<file path="config.mk">
export PLATFORM = sky130hd
export DESIGN_NAME = midi_controller
export DESIGN_NICKNAME = d
export VERILOG_FILES = /design/src/rtl/midi_controller.sv
export SDC_FILE = /design/constraint.sdc
export NUM_CORES = 1
export LEC_CHECK = 0
export CAP_MARGIN = 20
export CORE_AREA = 2 2 72 74
export CTS_CLUSTER_SIZE = 8
export DETAILED_ROUTE_END_ITERATION = 16
export DIE_AREA = 0 0 74 76
export GPL_ROUTABILITY_DRIVEN = 0
export MAX_ROUTING_LAYER = met4
export PLACE_DENSITY = 0.77
export SLEW_MARGIN = 20
export SYNTH_ARGS = -nofsm -noshare
export SYNTH_HDL_FRONTEND = slang
export SYNTH_SLANG_ARGS = --single-unit
</file>
<file path="constraint.sdc">
create_clock -name clk -period 2.3 [get_ports clk]
set_input_delay 0.69 -clock clk [delete_from_list [all_inputs] [get_ports clk]]
set_output_delay 0.69 -clock clk [all_outputs]
set_load 0.02 [all_outputs]
</file>
<file path="src/rtl/midi_controller.sv">
// MIDI byte-stream parser: tracks running status and emits one-cycle event strobes
// with registered note/velocity/channel/addr fields for channel-voice messages.
module midi_controller (
  input  logic       clk,
  input  logic       rst,
  input  logic       valid_byte,
  input  logic [7:0] data,
  output logic       note_pressed,
  output logic       note_release,
  output logic       note_keypress,
  output logic       pitch_wheel,
  output logic [6:0] note,
  output logic [6:0] velocity,
  output logic [3:0] channel,
  output logic       rst_cmd,
  output logic [7:0] addr
);

  typedef enum logic [1:0] {IDLE = 2'd0, WAIT_D1 = 2'd1, WAIT_D2 = 2'd2} state_t;

  state_t     state;
  logic [3:0] rs_type;
  logic [3:0] rs_chan;
  logic [6:0] d1;

  // Parser state, running status and registered outputs; strobes self-clear every cycle.
  always_ff @(posedge clk or posedge rst) begin
    if (rst) begin
      state         <= IDLE;
      rs_type       <= 4'h0;
      rs_chan       <= 4'h0;
      d1            <= 7'h00;
      note_pressed  <= 1'b0;
      note_release  <= 1'b0;
      note_keypress <= 1'b0;
      pitch_wheel   <= 1'b0;
      rst_cmd       <= 1'b0;
      note          <= 7'h00;
      velocity      <= 7'h00;
      channel       <= 4'h0;
      addr          <= 8'h00;
    end else begin
      note_pressed  <= 1'b0;
      note_release  <= 1'b0;
      note_keypress <= 1'b0;
      pitch_wheel   <= 1'b0;
      rst_cmd       <= 1'b0;
      if (valid_byte) begin
        if (data[7]) begin
          if (data[7:4] != 4'hF) begin
            rs_type <= data[7:4];
            rs_chan <= data[3:0];
            state   <= WAIT_D1;
          end else if (data == 8'hFF) begin
            rst_cmd <= 1'b1;
            rs_type <= 4'h0;
            rs_chan <= 4'h0;
            state   <= IDLE;
          end else if (!data[3]) begin
            // System common / SysEx: cancels running status
            rs_type <= 4'h0;
            rs_chan <= 4'h0;
            state   <= IDLE;
          end else begin
            state <= state;
          end
        end else begin
          case (state)
            IDLE: begin
              state <= IDLE;
            end
            WAIT_D1: begin
              if ((rs_type == 4'hC) || (rs_type == 4'hD)) begin
                state <= WAIT_D1;
              end else begin
                d1    <= data[6:0];
                state <= WAIT_D2;
              end
            end
            WAIT_D2: begin
              state <= WAIT_D1;
              case (rs_type)
                4'h9: begin
                  note    <= d1;
                  channel <= rs_chan;
                  if (data[6:0] != 7'h00) begin
                    velocity     <= data[6:0];
                    note_pressed <= 1'b1;
                  end else begin
                    velocity     <= 7'h00;
                    note_release <= 1'b1;
                  end
                end
                4'h8: begin
                  note         <= d1;
                  velocity     <= data[6:0];
                  channel      <= rs_chan;
                  note_release <= 1'b1;
                end
                4'hA: begin
                  note          <= d1;
                  velocity      <= data[6:0];
                  channel       <= rs_chan;
                  note_keypress <= 1'b1;
                end
                4'hE: begin
                  velocity    <= d1;
                  note        <= data[6:0];
                  channel     <= rs_chan;
                  pitch_wheel <= 1'b1;
                end
                4'hB: begin
                  addr     <= {1'b0, d1};
                  velocity <= data[6:0];
                  channel  <= rs_chan;
                end
                default: begin
                  state <= WAIT_D1;
                end
              endcase
            end
            default: begin
              state <= IDLE;
            end
          endcase
        end
      end
    end
  end

endmodule

</file>
### Word-level counts from Yosys, hierarchy flattened

Index checks and enable logic that the tools add are counted.

* flip-flop bits (word level): 47
* input port bits: 11
* output and inout bits: 31
* word-level logic and storage cells: 77

* equal/unequal tests: 13
* muxes and demuxes: 35
* bitwise logic cells: 2
* reductions and logical operators: 14

Operators with widths (count)
* 4-bit == test, second input constant: 7
* 1-bit 2-to-1 mux: 21
* 7-bit case mux with 3 select lines: 1
* 4-bit AND reduction: 5
* 4-bit 2-to-1 mux: 4
* 7-bit case mux with 2 select lines: 1
* 2-bit 2-to-1 mux: 5
* 8-bit == test, second input constant: 1
* 7-bit 2-to-1 mux: 1
* 7-bit nonzero test: 1
* 3-bit OR reduction: 2
* 5-bit OR reduction: 1
* 4-bit by 2-bit != test with 1-bit output, second input constant: 1
* 4-bit != test, second input constant: 1
* 2-bit case mux with 2 select lines: 1
* 3-bit by 1-bit != test with 1-bit output, second input constant: 1
* 3-bit AND reduction: 1
* 3-bit nonzero test: 1
* 2-bit by 1-bit == test with 1-bit output, second input constant: 1
* 2-bit == test, second input constant: 1
* 1-bit NOT: 2
* 1-bit case mux with 2 select lines: 1
* 2-bit AND reduction: 1
* 2-bit nonzero test: 1
* 1-bit logical OR: 1

### Logic depth before layout (Yosys ltp)

Gate-level depths: netlist (run 1).

* word-level depth: 6
* mapped depth: 6
* gate-level depth less buffers: 5

### Worst setup path before layout (run 1)

OpenSTA, ideal clock, no wires.

* path kind: input port to flip-flop
* start: input data[7]
* end: register note[1]
* setup time: 0.125 ns
* arrival: 1.600 ns
* data required time: 2.175 ns
* path slack: 0.575 ns
* stages on the path: 3
* buffers on the path: 0
* cell sequence: nand4b_4 nor3b_4 mux2_2

* cells in the longest elaborated chain, start to end: 2

Ends and longest elaborated chain
* start, declared: line 7 `input logic [7:0] data,`
* 1-bit NOT (no source line)
* 4-bit AND reduction (no source line)
* end signal, assigned: line 108 `note <= data[6:0];`
* end, declared: line 12 `output logic [6:0] note,`

Every way passes these cells.
A chain may end at the register's enable or synchronous reset.

### Worst setup path in the final report (run 1)

Ends and elaborated chain as after synthesis.

==> results of run 1 <==
[area by class of cell]
class / count / area (µm²)
Clock buffer: 8 / 100
Fill cell: 406 / 2070
Inverter: 6 / 22.5
Multi-Input combinational cell: 96 / 893
Sequential cell: 47 / 1180
Tap cell: 70 / 87.6
Timing Repair Buffer: 58 / 561
[worst min path at each step]
stage                     slack [ns]       start          to  cells past startpoint
after CTS                       0.50  channel[2]  channel[2]                      1
after floorplan                 0.46  rs_chan[0]  rs_chan[0]                      1
after global routing            0.51  channel[2]  channel[2]                      1
final                           0.49  channel[2]  channel[2]                      1
after global placement          0.47  channel[2]  channel[2]                      1
after detailed placement        0.48  channel[2]  channel[2]                      1
[metal layers]
layer  part of all wire [%]  vias to the layer above  GRT usage (%)
met4                    1.6                        0           6.00
met5                      0                        -              -
met3                    4.4                        6           3.97
met1                     46                      729           25.0
met2                     48                       38           26.6
li1                       -                      689              -
[flip-flops by register name, indices dropped and copies added, names as in the netlist]
register / cells
velocity: 7
rs_type: 4
rs_chan: 4
note: 7
pitch_wheel: 1
state: 2
channel: 4
rst_cmd: 1
note_pressed: 1
addr: 7
d1: 7
note_keypress: 1
note_release: 1
[synthesized netlist by cell type]
library cell  count  area, µm²
dfrtp_1          47       1180
mux2_2           28        315
a22o_1            7       61.3
o221a_2           7       78.8
or3_2             7       52.6
inv_1             6       22.5
nand2_1           6       22.5
and3_1            3       18.8
mux2_4            3       45.0
nor2_1            3       11.3
a21oi_1           2       10.0
a31o_2            2       17.5
buf_4             2       15.0
clkbuf_1          2       7.51
ha_1              2       25.0
nand3_1           2       10.0
nand3b_1          2       15.0
nand4b_4          2       47.6
nor3_1            2       10.0
nor4_1            2       12.5
a211o_1           1       8.76
a21boi_0          1       7.51
a21oi_2           1       8.76
a2bb2oi_1         1       8.76
and2b_1           1       7.51
buf_2             1       5.00
buf_6             1       11.3
conb_1            1       3.75
mux2_1            1       11.3
nor3_4            1       16.3
nor3b_1           1       7.51
nor3b_4           1       18.8
o21ai_0           1       5.00
o22ai_1           1       6.26
o31ai_1           1       7.51
o32ai_1           1       8.76
or2_1             1       6.26
or2b_1            1       7.51
[cell families after synthesis]
| group | count (synthesis) | synth area share (%) |
|---|---|---|
| compound gates | 26 | 10.7 |
| fa+ha+maj | 2 | 1.17 |
| buf+inv | 12 | 2.88 |
| flops | 47 | 55.2 |
| mux | 32 | 17.4 |
| other cells | 1 | 0.176 |
| simple gates | 35 | 12.4 |
[worst register-to-register path: stages, from the launching register on]
cell and delay, ns:
dfrtp_1 0.40, inv_1 0.08, ha_1 0.23, nand4b_4 0.18, nor3b_4 0.24, buf_4 0.17, mux2_2 0.33
[where the power goes]
| part | total, mW | switching (mW) | internal, mW |
|---|---|---|---|
| clock network | 0.540 | 0.266 | 0.274 |
| logic | 0.792 | 0.335 | 0.457 |
| registers | 1.17 | 0.153 | 1.02 |
[per-stage QoR]
| stage | util [%] | hold slack, ns | setup slack, ns | TNS [ns] |
|---|---|---|---|---|
| after floorplan | - | 0.461 | 0.494 | 0 |
| after global routing | 57.8 | 0.510 | 0.205 | 0 |
| after CTS | 57.8 | 0.499 | 0.282 | 0 |
| after detailed placement | 55.8 | 0.478 | -0.0535 | -0.321 |
| after global placement | 55.8 | 0.472 | -0.0326 | -0.0834 |
| final | 57.8 | 0.489 | 0.276 | 0 |
==> out/qor.yml, run 1 <==
outcome:
  outcome: "finished, final reports clean"
worst_setup_path:
  required_ns: 2.49
  crit_cells: 5
  reg2reg_from: "state[0]"
  r2r_setup_slack_ns: 0.55
  r2r_cells: 6
  crit_end: "note[1]"
  worstPathMaxFanout: 7
  max_stage_delay_ns: 0.51
  slowest_stage: "clkdlybuf4s50_1"
  path_buf_inv: 2
  arrival_ns: 2.21
  startpoint_type: "primary input"
  path_delay_family: "buffers and inverters"
  worstSetupPathType: "primary input to register"
  rr_endpoint: "note[1]"
  cp-startpoint: "data[7]"
  worstPathCellList: "clkdlybuf4s50_1 -> nand4b_4 -> nor3b_4 -> buf_4 -> mux2_2"
  cp-end-kind: "register"
grt:
  antenna_found_initial: 0
  grt_pass1_vias: 1435
  grt_max_degree: 48
  grt_overflow: 0
  grt_use_total_pct: 18.1
  grt_pass1_wl_um: 7450
clock_tree:
  clkSinkCount: 47
  clockBufferDepth: 2
  clk_pin_slew_worst_paths_ns: 0.08
  post_cts_resized: 0
  cts_setup_buffers: 0
  clkLatencyLatePin_ns: 0.30
  cts_tree: "built"
  h-tree-depth: 2
  cts-root-buf: "clkbuf_8"
  cts_buffers: 5
  ctsHoldBuffers: 0
synth:
  syn_nets: 168
  yosysWarnings: 0
  yosys_register_bits: 47
  synth_cell_types: 38
  post_synth.cell_area_avg_um2: 13.7
  seq_area_frac_synth_pct: 55.2
  netlist_area_um2: 2130
  syn_inst: 155
detailed_routing:
  wl_per_cell_um: 15.8
  vias_per_cell: 5.13
  ant_nets: 0
  first_pass_iters: 4
  vias: 1462
  drc: 0
  routed_wl_um: 4490
  drt-initial-drc-count: 52
final_layout:
  final_common_cell: "dfrtp_1"
  fin_area_um2: 2840
  synthToLayoutAreaGrowth_pct: 33.3
  final_net_count: 227
  drive_gt1_share_pct: 36.3
  antennaDiodeCount: 0
  fin_cells: 285
  final_cell_mix: "dfrtp_1, clkdlybuf4s50_1, mux2_2"
floorplan:
  io_pins: 42
  std_cell_rows: 26
  core_area_um2: 4910
  die_w_um: 74
  start_util_pct: 43.4
  die-area_um2: 5620
  die_y_um: 76
power_and_ir_drop:
  pwr_density_cell_nw_per_um2: 882
  ir_drop_v: 0.000493
  leakage_nw: 1.31
  power_mw: 2.50
sta:
  fin_skew_ns: 0.00519
  finalCritPeriodShare_pct: 88.0
  setup_viol: 0
  final_hold_viol_count: 0
  fmax_ghz: 0.494
  fin_crit_ns: 2.02
  rsz0062_at_grt: "no"
  slew_viol_final: 0
place:
  port_buffers: 40
  place_inst: 277
  place_hpwl_um: 3270
  place_area_um2: 2740
flow_run:
  maxCapViolations: 0
min_path:
  hp-class: "register to register"
Power figures use the tool's default switching activity.
==> inputs of run 2 (changes only) <==
--- a/config.mk
+++ b/config.mk
@@ -13,7 +13,6 @@
 export GPL_ROUTABILITY_DRIVEN = 0
 export MAX_ROUTING_LAYER = met4
 export PLACE_DENSITY = 0.77
-export SLEW_MARGIN = 20
 export SYNTH_ARGS = -nofsm -noshare
 export SYNTH_HDL_FRONTEND = slang
 export SYNTH_SLANG_ARGS = --single-unit
==> results of run 2 <==
Final layout, timing and power as in run 1 (identical DEF).
